**src/rtl/memory_lane_sequencer_pkg.sv**
```systemverilog
// Shared definitions for the memory lane sequencer: widths, control codes,
// sentinel address, FSM state encoding, request payload and lane-count helper.
package memory_lane_sequencer_pkg;

    localparam int unsigned ADDR_W = 10;
    localparam int unsigned LANE_W = 8;
    localparam int unsigned LANES  = 4;
    localparam int unsigned DATA_W = LANES * LANE_W;
    localparam int unsigned CTL_W  = 3;
    localparam int unsigned CNT_W  = 2;

    localparam logic [ADDR_W-1:0] SENTINEL = 10'h3FF;

    localparam logic [CTL_W-1:0] CTL_NONE = 3'd0;
    localparam logic [CTL_W-1:0] CTL_PUSH = 3'd1;
    localparam logic [CTL_W-1:0] CTL_POP  = 3'd2;
    localparam logic [CTL_W-1:0] CTL_BYTE = 3'd3;
    localparam logic [CTL_W-1:0] CTL_HALF = 3'd4;
    localparam logic [CTL_W-1:0] CTL_WORD = 3'd5;

    typedef enum logic [2:0] {
        IDLE  = 3'd0,
        CHECK = 3'd1,
        RUN   = 3'd2,
        DRAIN = 3'd3,
        DONE  = 3'd4
    } state_t;

    // Request captured at accept; write is the effective direction.
    typedef struct packed {
        logic [CTL_W-1:0]        ctl;
        logic                    write;
        logic [LANES*ADDR_W-1:0] addr;
        logic [DATA_W-1:0]       wdata;
    } req_t;

    // Number of byte lanes touched by an access code (0 means no access).
    function automatic logic [2:0] lane_count(input logic [CTL_W-1:0] ctl);
        case (ctl)
            CTL_PUSH, CTL_POP, CTL_BYTE: lane_count = 3'd1;
            CTL_HALF:                    lane_count = 3'd2;
            CTL_WORD:                    lane_count = 3'd4;
            default:                     lane_count = 3'd0;
        endcase
    endfunction

endpackage

```
**src/rtl/lane_data_packer.sv**
```systemverilog
// Combinational lane data helper.
//   wdata/wr_idx      -> lane_byte_c : store byte for lane wr_idx
//   rdata_cur/rd_idx/byte_in -> rdata_ins_c : rdata_cur with byte_in placed in lane rd_idx
module lane_data_packer
    import memory_lane_sequencer_pkg::*;
(
    input  logic [DATA_W-1:0] wdata,
    input  logic [CNT_W-1:0]  wr_idx,
    output logic [LANE_W-1:0] lane_byte_c,
    input  logic [DATA_W-1:0] rdata_cur,
    input  logic [CNT_W-1:0]  rd_idx,
    input  logic [LANE_W-1:0] byte_in,
    output logic [DATA_W-1:0] rdata_ins_c
);

    // Lane i occupies bits [8i+7:8i]
    always_comb begin
        lane_byte_c = wdata[{wr_idx, 3'b000} +: LANE_W];
    end

    always_comb begin
        rdata_ins_c = rdata_cur;
        rdata_ins_c[{rd_idx, 3'b000} +: LANE_W] = byte_in;
    end

endmodule

```
**src/rtl/memory_lane_sequencer.sv**
```systemverilog
// Memory-side responder: serialises a four-lane address bundle into byte
// accesses on a single-port byte-wide RAM, splitting store data and
// assembling load data. Sentinel lane addresses abort with a fault.
// Ports:
//   clock, reset              : clock, async active-high reset
//   req_valid/req_ready       : request handshake (ready only in IDLE)
//   control, req_write        : access code and direction for codes 3-5
//   Address, wdata            : four 10-bit lane addresses, store data
//   ram_addr/ram_we/ram_wdata : RAM request (registered)
//   ram_rdata                 : RAM byte, valid one cycle after ram_addr
//   rdata, done, fault        : load result, completion and abort pulses
module memory_lane_sequencer
    import memory_lane_sequencer_pkg::*;
(
    input  logic                    clock,
    input  logic                    reset,
    input  logic                    req_valid,
    output logic                    req_ready,
    input  logic [CTL_W-1:0]        control,
    input  logic                    req_write,
    input  logic [LANES*ADDR_W-1:0] Address,
    input  logic [DATA_W-1:0]       wdata,
    output logic [ADDR_W-1:0]       ram_addr,
    output logic                    ram_we,
    output logic [LANE_W-1:0]       ram_wdata,
    input  logic [LANE_W-1:0]       ram_rdata,
    output logic [DATA_W-1:0]       rdata,
    output logic                    done,
    output logic                    fault
);

    state_t             state_q, state_d;
    req_t               req_q, req_d;
    logic [CNT_W-1:0]   cnt_q, cnt_d;
    logic [ADDR_W-1:0]  ram_addr_d;
    logic               ram_we_d;
    logic [LANE_W-1:0]  ram_wdata_d;
    logic [DATA_W-1:0]  rdata_d;
    logic               done_d;
    logic               fault_d;
    logic               ready_d;

    logic [2:0]         n_lanes;
    logic               last_lane;
    logic               sentinel_hit;
    logic               eff_write;
    logic [ADDR_W-1:0]  lane [LANES];
    logic [CNT_W-1:0]   wr_idx;
    logic [CNT_W-1:0]   rd_idx;
    logic [LANE_W-1:0]  lane_byte_c;
    logic [DATA_W-1:0]  rdata_ins_c;

    assign n_lanes   = lane_count(req_q.ctl);
    assign last_lane = (cnt_q == CNT_W'(n_lanes - 3'd1));

    // Push always stores, pop always loads; other codes follow req_write
    always_comb begin
        eff_write = req_write;
        if (control == CTL_PUSH) eff_write = 1'b1;
        if (control == CTL_POP)  eff_write = 1'b0;
    end

    // Unpack lane addresses and look for the sentinel in active lanes only
    always_comb begin
        sentinel_hit = 1'b0;
        for (int unsigned i = 0; i < LANES; i++) begin
            lane[i] = req_q.addr[i*ADDR_W +: ADDR_W];
            if ((3'(i) < n_lanes) && (lane[i] == SENTINEL)) sentinel_hit = 1'b1;
        end
    end

    // Registered RAM outputs lead by a cycle: issue lane cnt+1 while in lane cnt.
    // Read data lags by a cycle: capture lane cnt-1, or the last lane in DRAIN.
    assign wr_idx = (state_q == RUN) ? (cnt_q + 2'd1) : 2'd0;
    assign rd_idx = (state_q == DRAIN) ? cnt_q : (cnt_q - 2'd1);

    lane_data_packer u_packer (
        .wdata       (req_q.wdata),
        .wr_idx      (wr_idx),
        .lane_byte_c (lane_byte_c),
        .rdata_cur   (rdata),
        .rd_idx      (rd_idx),
        .byte_in     (ram_rdata),
        .rdata_ins_c (rdata_ins_c)
    );

    // State and registered outputs
    always_ff @(posedge clock or posedge reset) begin
        if (reset) begin
            state_q   <= IDLE;
            req_q     <= '0;
            cnt_q     <= '0;
            ram_addr  <= '0;
            ram_we    <= 1'b0;
            ram_wdata <= '0;
            rdata     <= '0;
            done      <= 1'b0;
            fault     <= 1'b0;
            req_ready <= 1'b1;
        end else begin
            state_q   <= state_d;
            req_q     <= req_d;
            cnt_q     <= cnt_d;
            ram_addr  <= ram_addr_d;
            ram_we    <= ram_we_d;
            ram_wdata <= ram_wdata_d;
            rdata     <= rdata_d;
            done      <= done_d;
            fault     <= fault_d;
            req_ready <= ready_d;
        end
    end

    // Next state and next output values
    always_comb begin
        state_d     = state_q;
        req_d       = req_q;
        cnt_d       = cnt_q;
        ram_addr_d  = ram_addr;
        ram_we_d    = 1'b0;
        ram_wdata_d = ram_wdata;
        rdata_d     = rdata;
        done_d      = 1'b0;
        fault_d     = 1'b0;
        ready_d     = req_ready;

        case (state_q)
            IDLE: begin
                ready_d = 1'b1;
                if (req_valid && req_ready) begin
                    req_d.ctl   = control;
                    req_d.write = eff_write;
                    req_d.addr  = Address;
                    req_d.wdata = wdata;
                    rdata_d     = '0;
                    ready_d     = 1'b0;
                    state_d     = CHECK;
                end
            end
            CHECK: begin
                if ((n_lanes == 3'd0) || sentinel_hit) begin
                    done_d  = 1'b1;
                    fault_d = sentinel_hit;
                    state_d = DONE;
                end else begin
                    cnt_d      = '0;
                    ram_addr_d = lane[0];
                    ram_we_d   = req_q.write;
                    if (req_q.write) ram_wdata_d = lane_byte_c;
                    state_d    = RUN;
                end
            end
            RUN: begin
                if (!req_q.write && (cnt_q != '0)) rdata_d = rdata_ins_c;
                if (last_lane) begin
                    if (req_q.write) begin
                        done_d  = 1'b1;
                        state_d = DONE;
                    end else begin
                        state_d = DRAIN;
                    end
                end else begin
                    cnt_d      = wr_idx;
                    ram_addr_d = lane[wr_idx];
                    ram_we_d   = req_q.write;
                    if (req_q.write) ram_wdata_d = lane_byte_c;
                end
            end
            DRAIN: begin
                rdata_d = rdata_ins_c;
                done_d  = 1'b1;
                state_d = DONE;
            end
            DONE: begin
                ready_d = 1'b1;
                state_d = IDLE;
            end
            default: begin
                ready_d = 1'b1;
                state_d = IDLE;
            end
        endcase
    end

endmodule

```
**config.mk**
```make
export PLATFORM = sky130hd
export DESIGN_NAME = memory_lane_sequencer
export DESIGN_NICKNAME = d
export VERILOG_FILES = /design/src/rtl/memory_lane_sequencer_pkg.sv /design/src/rtl/lane_data_packer.sv /design/src/rtl/memory_lane_sequencer.sv
export SDC_FILE = /design/constraint.sdc
export NUM_CORES = 1
export LEC_CHECK = 0
export BUFFER_PORTS_ARGS = -buffer_cell sky130_fd_sc_hd__buf_2
export CAP_MARGIN = 15
export CORE_MARGIN = 5
export CORE_UTILIZATION = 43
export CTS_CLUSTER_DIAMETER = 150
export DETAILED_ROUTE_END_ITERATION = 7
export PLACE_DENSITY = 0.66
export SYNTH_ARGS = -nofsm -noshare
export SYNTH_HDL_FRONTEND = slang
export SYNTH_SLANG_ARGS = --single-unit
export TNS_END_PERCENT = 30
```
**constraint.sdc**
```tcl
create_clock -name clock -period 8.45 [get_ports clock]
set_input_delay 2.535 -clock clock [delete_from_list [all_inputs] [get_ports clock]]
set_output_delay 2.535 -clock clock [all_outputs]
set_load 0.05 [all_outputs]
```
* Word level (Yosys, flattened, before mapping)
Cells that the tools add are included. Widths: inputs -> output; s select.
Operators by class: magnitude comparators 5, muxes and demuxes 42, shift operators 3, $add $sub $neg 4, reductions and logical operators 19, bitwise gates (word level) 1, equality and inequality tests 20
Operator list (count):
- $pmux 32 s3 | 1
- $mux 32 | 2
- $eq 10x10->1 const B | 4
- $mux 10 | 4
- $bwmux 32 | 1
- $shift 8x7->32 const A | 1
- $shiftx 32x6->8 | 1
- $shiftx 8x7->32 | 1
- $mux 8 | 3
- $bmux 10 s2 | 1
- $pmux 10 s2 | 1
- $pmux 8 s2 | 1
- $eq 3x2->1 const B | 5
- $mux 1 | 14
- $mux 3 | 4
- $pmux 3 s4 | 1
- $eq 3x1->1 const B | 3
- $pmux 3 s3 | 1
- $mux 2 | 4
- $ne 2x2->1 const B | 4
- $neg 5->7 | 1
- $eq 3x3->1 const B | 2
- $logic_and 1x1->1 | 6
- $logic_not 3->1 | 2
- other kinds (18) | 26
Storage, ports and cells: register bits after elaboration 135

* Depth between registers and ports, before layout
Gate-level depths: netlist (run 1).
word-level depth 12, mapped depth 14, gate-level depth less buffers 10

* Hierarchy
Synthesis (run 1) repeated with hierarchy kept, for this count alone.
Unflattened totals: cell total of the unflattened synthesis 608, area total of the unflattened synthesis 6736.5 sq um
By module, submodules not included:
- memory_lane_sequencer | area an instance 5908.2 sq um, times used 1, cells an instance 495, sequential area each 3379.5 sq um
- lane_data_packer | area an instance 828.3 sq um, times used 1, cells an instance 113, sequential area each 0.0 sq um

* Worst setup path after synthesis (run 1)
Ideal clock, no wire load.
kind input-to-reg, start input req_valid, end register rdata[24], slack 4594 ps, path buffers 0, required time 8383 ps, stages on the path 5, setup time 67 ps, arrival time 3789 ps, cell sequence nand2_1 -> nor3_1 -> o21ai_1 -> nor3_2 -> a22o_1
On the way: word-level cells in the longest chain between the ends 3
Ends and longest elaborated chain:
- from (decl) | line memory_lane_sequencer.sv:17 | input logic req_valid,
- $logic_and 1x1->1 | line memory_lane_sequencer.sv:130 | if (req_valid && req_ready) begin
- $ne 2x2->1 (no line)
- $reduce_and 3->1 (no line)
- to (signal assigned) | line memory_lane_sequencer.sv:107 | rdata <= rdata_d;
- to (decl) | line memory_lane_sequencer.sv:27 | output logic [DATA_W-1:0] rdata,
Every way passes these cells. A chain may end at the register's enable or synchronous reset.

* Worst setup path after layout (run 1)
start input req_valid, end register rdata[31]
The elaborated chain is that of the path after synthesis.

==> impl_metrics.json, run 1 <==
{
  "synth_edf_count": 0,
  "critical_path_class": "input port to flip-flop",
  "drv_cap": 0,
  "netlist_instances": 448,
  "grt_usage": 0.184,
  "drtIter0Drc": 295,
  "combPwrFrac": 0.447,
  "cts_post_setup_buffers_inserted": 0,
  "core_um2": 13800,
  "slew_violations": 0,
  "dieArea_um2": 16400,
  "cp-start-kind": "input port",
  "clkTransAtPathRegs_ns": 0.06,
  "critPathTopFamily": "simple AND/OR/NAND/NOR gates",
  "syn2layout_area_growth_pct": 24.8,
  "gp_congestion": 0.874,
  "drt_wl_total_mm": 14.5,
  "final-hold-violation-count": 0,
  "ys_warn_count": 0,
  "hpwl_mm": 10.3,
  "cp.required_ns": 8.80,
  "yosysSeqAreaShare": 0.562,
  "peakVddDrop_mv": 0.204,
  "grt_overflow_total": 0,
  "port-buffer-count": 140,
  "dr.pass1.iters": 4,
  "ant_nets": 0,
  "grt_pass1_wl_mm": 23.7,
  "utilization": 0.545,
  "via_count": 4258,
  "cts_buffers": 17,
  "status": "finished clean",
  "setup_tns_ns": 0,
  "p_leak_nw": 3.52,
  "final_cell_mix": "140 x buf_2, 134 x dfrtp_1, 93 x mux2_2, 32 x a22o_1, 22 x a21oi_1",
  "nets": 687,
  "final_common_cell": "buf_2",
  "cp.arrival_ns": 4.43,
  "wl_per_cell_um": 18.5,
  "swShare": 0.406,
  "crit_chain": "buf_2, nand2_1, nor3_1, o21ai_1, nor3_2, a22o_1",
  "power_switching_w": 0.00141,
  "ys_types": 49,
  "worst_pin_slew_ns": 1.04,
  "die_w_um": 128,
  "ys_seq_elements": 135,
  "cts_resized": 0,
  "diodes": 0,
  "antenna_found_initial": 0,
  "p_per_area_nw_per_um2": 461,
  "fin_crit_ns": 4.09,
  "synth_top_area_frac": 0.558,
  "hold_class": "flip-flop to flip-flop",
  "die_h_um": 128,
  "pin_count": 141,
  "cts_buffer_depth": 2,
  "power_frac_seq": 0.337,
  "setup_viol": 0,
  "hold_buffers": 0,
  "async_flop_share": 1.00,
  "internal_power_w": 0.00205,
  "clock-sinks": 135,
  "avgSynthCellArea_um2": 13.4,
  "post-route-drc-count": 0,
  "synth_ff_type": "dfrtp_1",
  "grt_pass1_vias": 4480,
  "initial_core_util": 0.436,
  "max_slew_margin": 0.307,
  "crit_buf_inv": 1,
  "period_share": 0.484,
  "fmax_ghz": 0.245,
  "synth_nets": 542,
  "grt_setup_unrepaired": "no",
  "cp_max_fo": 9,
  "p_clk_frac": 0.217,
  "synth_top_area_cell": "dfrtp_1",
  "insertion_delay_ns": 0.41,
  "synth_area_um2": 6010,
  "finClkSkew_ns": 0.00698,
  "rows": 43,
  "grt_max_degree": 69,
  "worstSetupEndpointType": "flip-flop",
  "cts_tree": "built",
  "cts_max_level": 4,
  "fin_hold_ws_ns": 0.496,
  "crit_path_top_delay_cell": "nor3_2",
  "drive_above_1_share": 0.482,
  "synthTopCellsByArea": "dfrtp_1 56%, mux2_2 17%, a22o_1 4.7%, mux2i_1 2.0%, o22ai_1 1.9%",
  "crit_path_max_incr_delay_ns": 0.62,
  "root_buffer": "clkbuf_16",
  "vias_per_cell": 5.42
}
## metrics by stage
stage | total power, W | setup slack [ns] | std cells | area [um2]
floorplan | 0.00233 | 2.31 | 448 | 6010
finish | 0.00346 | 4.36 | 786 | 7500
global route | 0.00366 | 4.21 | 786 | 7500
detailed placement | 0.00272 | 3.99 | 754 | 6890
CTS | 0.00348 | 4.41 | 786 | 7500
global placement | 0.00268 | 4.14 | 754 | 6890
## kinds of logic after synthesis
logic type	after synthesis	share of synthesized area
adder cells (fa/ha/maj)	7	0.0146
AND/OR/NAND/NOR	62	0.0610
flip-flops	135	0.562
XOR/XNOR	3	0.00562
buffers and inverters	30	0.0229
AO/OA/AOI/OAI	98	0.121
multiplexers	113	0.212
## final cells by class
type | instances | area (um2)
Inverter | 10 | 42.5
Clock buffer | 19 | 453
Fill cell | 1192 | 6270
Multi-Input combinational cell | 283 | 2500
Tap cell | 180 | 225
Timing Repair Buffer | 146 | 746
Clock inverter | 13 | 154
Sequential cell | 135 | 3380
## routing by layer
| layer | track usage | vias up | wire length [um] |
|---|---|---|---|
| li1 | - | 1962 | - |
| met1 | 0.246 | 2154 | 6500 |
| met2 | 0.290 | 118 | 6950 |
| met3 | 0.0467 | 24 | 808 |
| met4 | 0.0705 | 0 | 271 |
| met5 | 0 | - | 0 |
## worst register-to-register path, cell delays in order, from the launching register on
cell	delay, ns
dfrtp_1	0.62
nor2b_1	0.32
nand2_1	0.17
xnor2_2	0.34
inv_1	0.23
ha_1	0.25
and2_1	0.16
o21ai_1	0.61
nor3_2	0.25
a22o_1	0.25
## path summary, 6_finish.rpt
path | endpoint | slack, ns | start | cells after the start
hold reg to reg | ram_wdata[1]$_DFFE_PP0P_ | 0.50 | ram_wdata[1]$_DFFE_PP0P_ | 1
hold / removal | ram_wdata[1]$_DFFE_PP0P_ | 0.50 | ram_wdata[1]$_DFFE_PP0P_ | 1
setup / recovery | rdata[31]$_DFFE_PP0P_ | 4.36 | req_valid | 6
min in group asynchronous | rdata[26]$_DFFE_PP0P_ | 2.20 | reset | 2
max in group asynchronous | state_q[1]$_DFFE_PP0P_ | 4.90 | reset | 3
setup reg to reg | rdata[31]$_DFFE_PP0P_ | 5.14 | state_q[1]$_DFFE_PP0P_ | 9
## power groups by stage
| stage | Sequential (W) | Clock, W | Combinational, W |
|---|---|---|---|
| 2_1_floorplan | 0.00140 | 0 | 0.000935 |
| 3_3_place_gp | 0.00116 | 0 | 0.00151 |
| 3_5_place_dp | 0.00117 | 0 | 0.00155 |
| 4_1_cts | 0.00117 | 0.000765 | 0.00155 |
| 5_1_grt | 0.00120 | 0.000788 | 0.00167 |
| 6_report | 0.00116 | 0.000749 | 0.00155 |
## Yosys cell counts, drive strengths merged (9+ instances only)
cell type and number:
nand2 9, buf 11, o22ai 18, mux2 101
clkbuf 9, nor2 17, a22o 32, inv 10
nor3 10, nand4 9, mux2i 12, a21oi 24
dfrtp 134
## sequential cells by signal, indices dropped and copies added (netlist names)
name and count:
cnt_q 2, done 1, fault 1, lane 40
ram_addr 10, ram_wdata 8, ram_we 1, rdata 32
req_q 36, req_ready 1, state_q 3
(Power assumes the default switching activity.)
==> inputs of run 2 (changes only) <==
Clock period 8.45 ns to 4 ns, I/O delays scaled along.
==> run 2 against run 1 <==
- design area increased by 0.17%
- clock skew up 0.0016 ns
- non-clock buffer count up 4
- worst hold slack worse by 0.0054 ns
- count of clock-buffer cells in the layout shrank 1
- routed wire length grew 2.8%
- flip-flop and latch count stayed put
- power rose by 110%
- sequential power increased by 110%
- setup slack worse by 3.4 ns
- combinational power grew 120%
- largest power group unchanged
==> impl_metrics.json, run 2 (synthesis gave the netlist of run 1 again) <==
{
  "status": "finished clean",
  "place_inst": 758,
  "r2r_start": "state_q[1]$_DFFE_PP0P_",
  "hold_end": "ram_wdata[0]$_DFFE_PP0P_",
  "peakVddDrop_mv": 0.423,
  "fmax_ghz": 0.326,
  "cts_max_level": 4,
  "final_common_cell": "buf_2",
  "drtIter0Drc": 218,
  "dr.pass1.iters": 4,
  "p_leak_nw": 3.51,
  "setup_slack_ns": 0.931,
  "insertion_delay_ns": 0.42,
  "dpl_worst_slack_ns": 0.991,
  "hpwl_mm": 10.4,
  "crit_path_max_incr_delay_ns": 0.62,
  "worst_pin_slew_ns": 0.820,
  "diodes": 0,
  "power_switching_w": 0.00306,
  "grt_pass1_vias": 4574,
  "pin_count": 141,
  "setup_viol": 0,
  "die_h_um": 128,
  "setup_tns_ns": 0,
  "hold_depth": 1,
  "dieArea_um2": 16400,
  "vias_per_cell": 5.42,
  "slew_violations": 0,
  "crit_chain": "nor2b_1, nand2_1, xnor2_2, inv_1, ha_1, and2_1, o21ai_1, buf_4, nor3_2, a22o_1",
  "clock-sinks": 135,
  "gp_congestion": 0.848,
  "max_slew_margin": 0.450,
  "fin_crit_ns": 3.07,
  "p_total_w": 0.00731,
  "port-buffer-count": 140,
  "worstSetupEndpointType": "flip-flop",
  "critical_path_class": "flip-flop to flip-flop",
  "syn2layout_area_growth_pct": 25.0,
  "power_frac_seq": 0.334,
  "initial_core_util": 0.436,
  "post-route-drc-count": 0,
  "antenna_found_initial": 0,
  "critPathTopFamily": "simple AND/OR/NAND/NOR gates",
  "wl_per_cell_um": 18.9,
  "clkTransAtPathRegs_ns": 0.06,
  "drive_above_1_share": 0.485,
  "nets": 691,
  "grt_pass1_wl_mm": 23.9,
  "largest_reg_flops": 40,
  "grt_setup_unrepaired": "no",
  "cp.required_ns": 4.35,
  "cp-start-kind": "flip-flop",
  "internal_power_w": 0.00425,
  "combPwrFrac": 0.458,
  "cp_max_fo": 16,
  "final-hold-violation-count": 0,
  "grt_overflow_total": 0,
  "grt_max_degree": 136,
  "cts_resized": 0,
  "cts_buffers": 17,
  "p_per_area_nw_per_um2": 972,
  "hold_buffers": 0,
  "cts_buffer_depth": 2,
  "cts_post_setup_buffers_inserted": 0,
  "drv_cap": 0,
  "instances_no_fill": 790,
  "final_cell_mix": "140 x buf_2, 134 x dfrtp_1, 93 x mux2_2, 32 x a22o_1, 22 x a21oi_1",
  "r2r-end": "rdata[26]$_DFFE_PP0P_",
  "period_share": 0.767,
  "swShare": 0.418,
  "reg2reg_depth": 10,
  "ant_nets": 0,
  "root_buffer": "clkbuf_16",
  "finClkSkew_ns": 0.00862,
  "crit_path_top_delay_cell": "dfrtp_1",
  "hold_class": "flip-flop to flip-flop",
  "p_clk_frac": 0.207,
  "worstHoldStart": "ram_wdata[0]$_DFFE_PP0P_",
  "rows": 43,
  "drt_wl_total_mm": 14.9,
  "cp.arrival_ns": 3.42,
  "die_w_um": 128,
  "cts_tree": "built",
  "crit_buf_inv": 2,
  "core_um2": 13800,
  "grt_usage": 0.188,
  "worst-r2r-setup-slack_ns": 0.93,
  "via_count": 4281
}
## run 2: changes by cell type in the layout (fill, tap and decap cells not counted)
cell        before  now
bufinv_16        3    1
inv_6            1    6
clkinvlp_4       1    5
clkinv_2         6    0
clkbuf_8         2    1
buf_12           0    1
buf_4            6    9
## run 2: per-stage QoR
step	util	hold slack, ns	instance area, um2
floorplan	-	0.472	6010
global placement	0.503	0.479	6930
detailed placement	0.503	0.480	6930
CTS	0.545	0.494	7510
global route	0.545	0.519	7510
finish	0.545	0.491	7510
## run 2: layout make-up
class | count | area [um2]
clock buffers | 18 | 439
well taps | 180 | 225
flip-flops and latches | 135 | 3380
inverters | 10 | 41.3
repair buffers | 150 | 788
multi-input cells | 283 | 2500
fillers | 1207 | 6260
clock inverters | 14 | 139
## run 2: worst max path at each step
stage	end	startpoint	depth (start not counted)	slack (ns)
final	rdata[26]$_DFFE_PP0P_	state_q[1]$_DFFE_PP0P_	10	0.93
after global routing	rdata[24]$_DFFE_PP0P_	state_q[1]$_DFFE_PP0P_	10	0.69
after CTS	rdata[26]$_DFFE_PP0P_	state_q[1]$_DFFE_PP0P_	10	0.93
after detailed placement	rdata[26]$_DFFE_PP0P_	state_q[1]$_DFFE_PP0P_	10	0.99
after global placement	rdata[22]$_DFFE_PP0P_	req_valid	6	1.10
after floorplan	rdata[24]$_DFFE_PP0P_	cnt_q[0]$_DFFE_PP0P_	13	0.79
## run 2: power groups by stage
stage	registers (W)	logic, W	clock network, W
4_1_cts	0.00244	0.00337	0.00155
5_1_grt	0.00252	0.00360	0.00162
6_report	0.00244	0.00335	0.00152
2_1_floorplan	0.00295	0.00198	0
3_3_place_gp	0.00242	0.00324	0
3_5_place_dp	0.00245	0.00335	0
## run 2: layer usage
metal	track usage	wire length (um)
met2	0.300	7410
met3	0.0579	897
met5	0	0
met1	0.241	6350
met4	0.0712	268
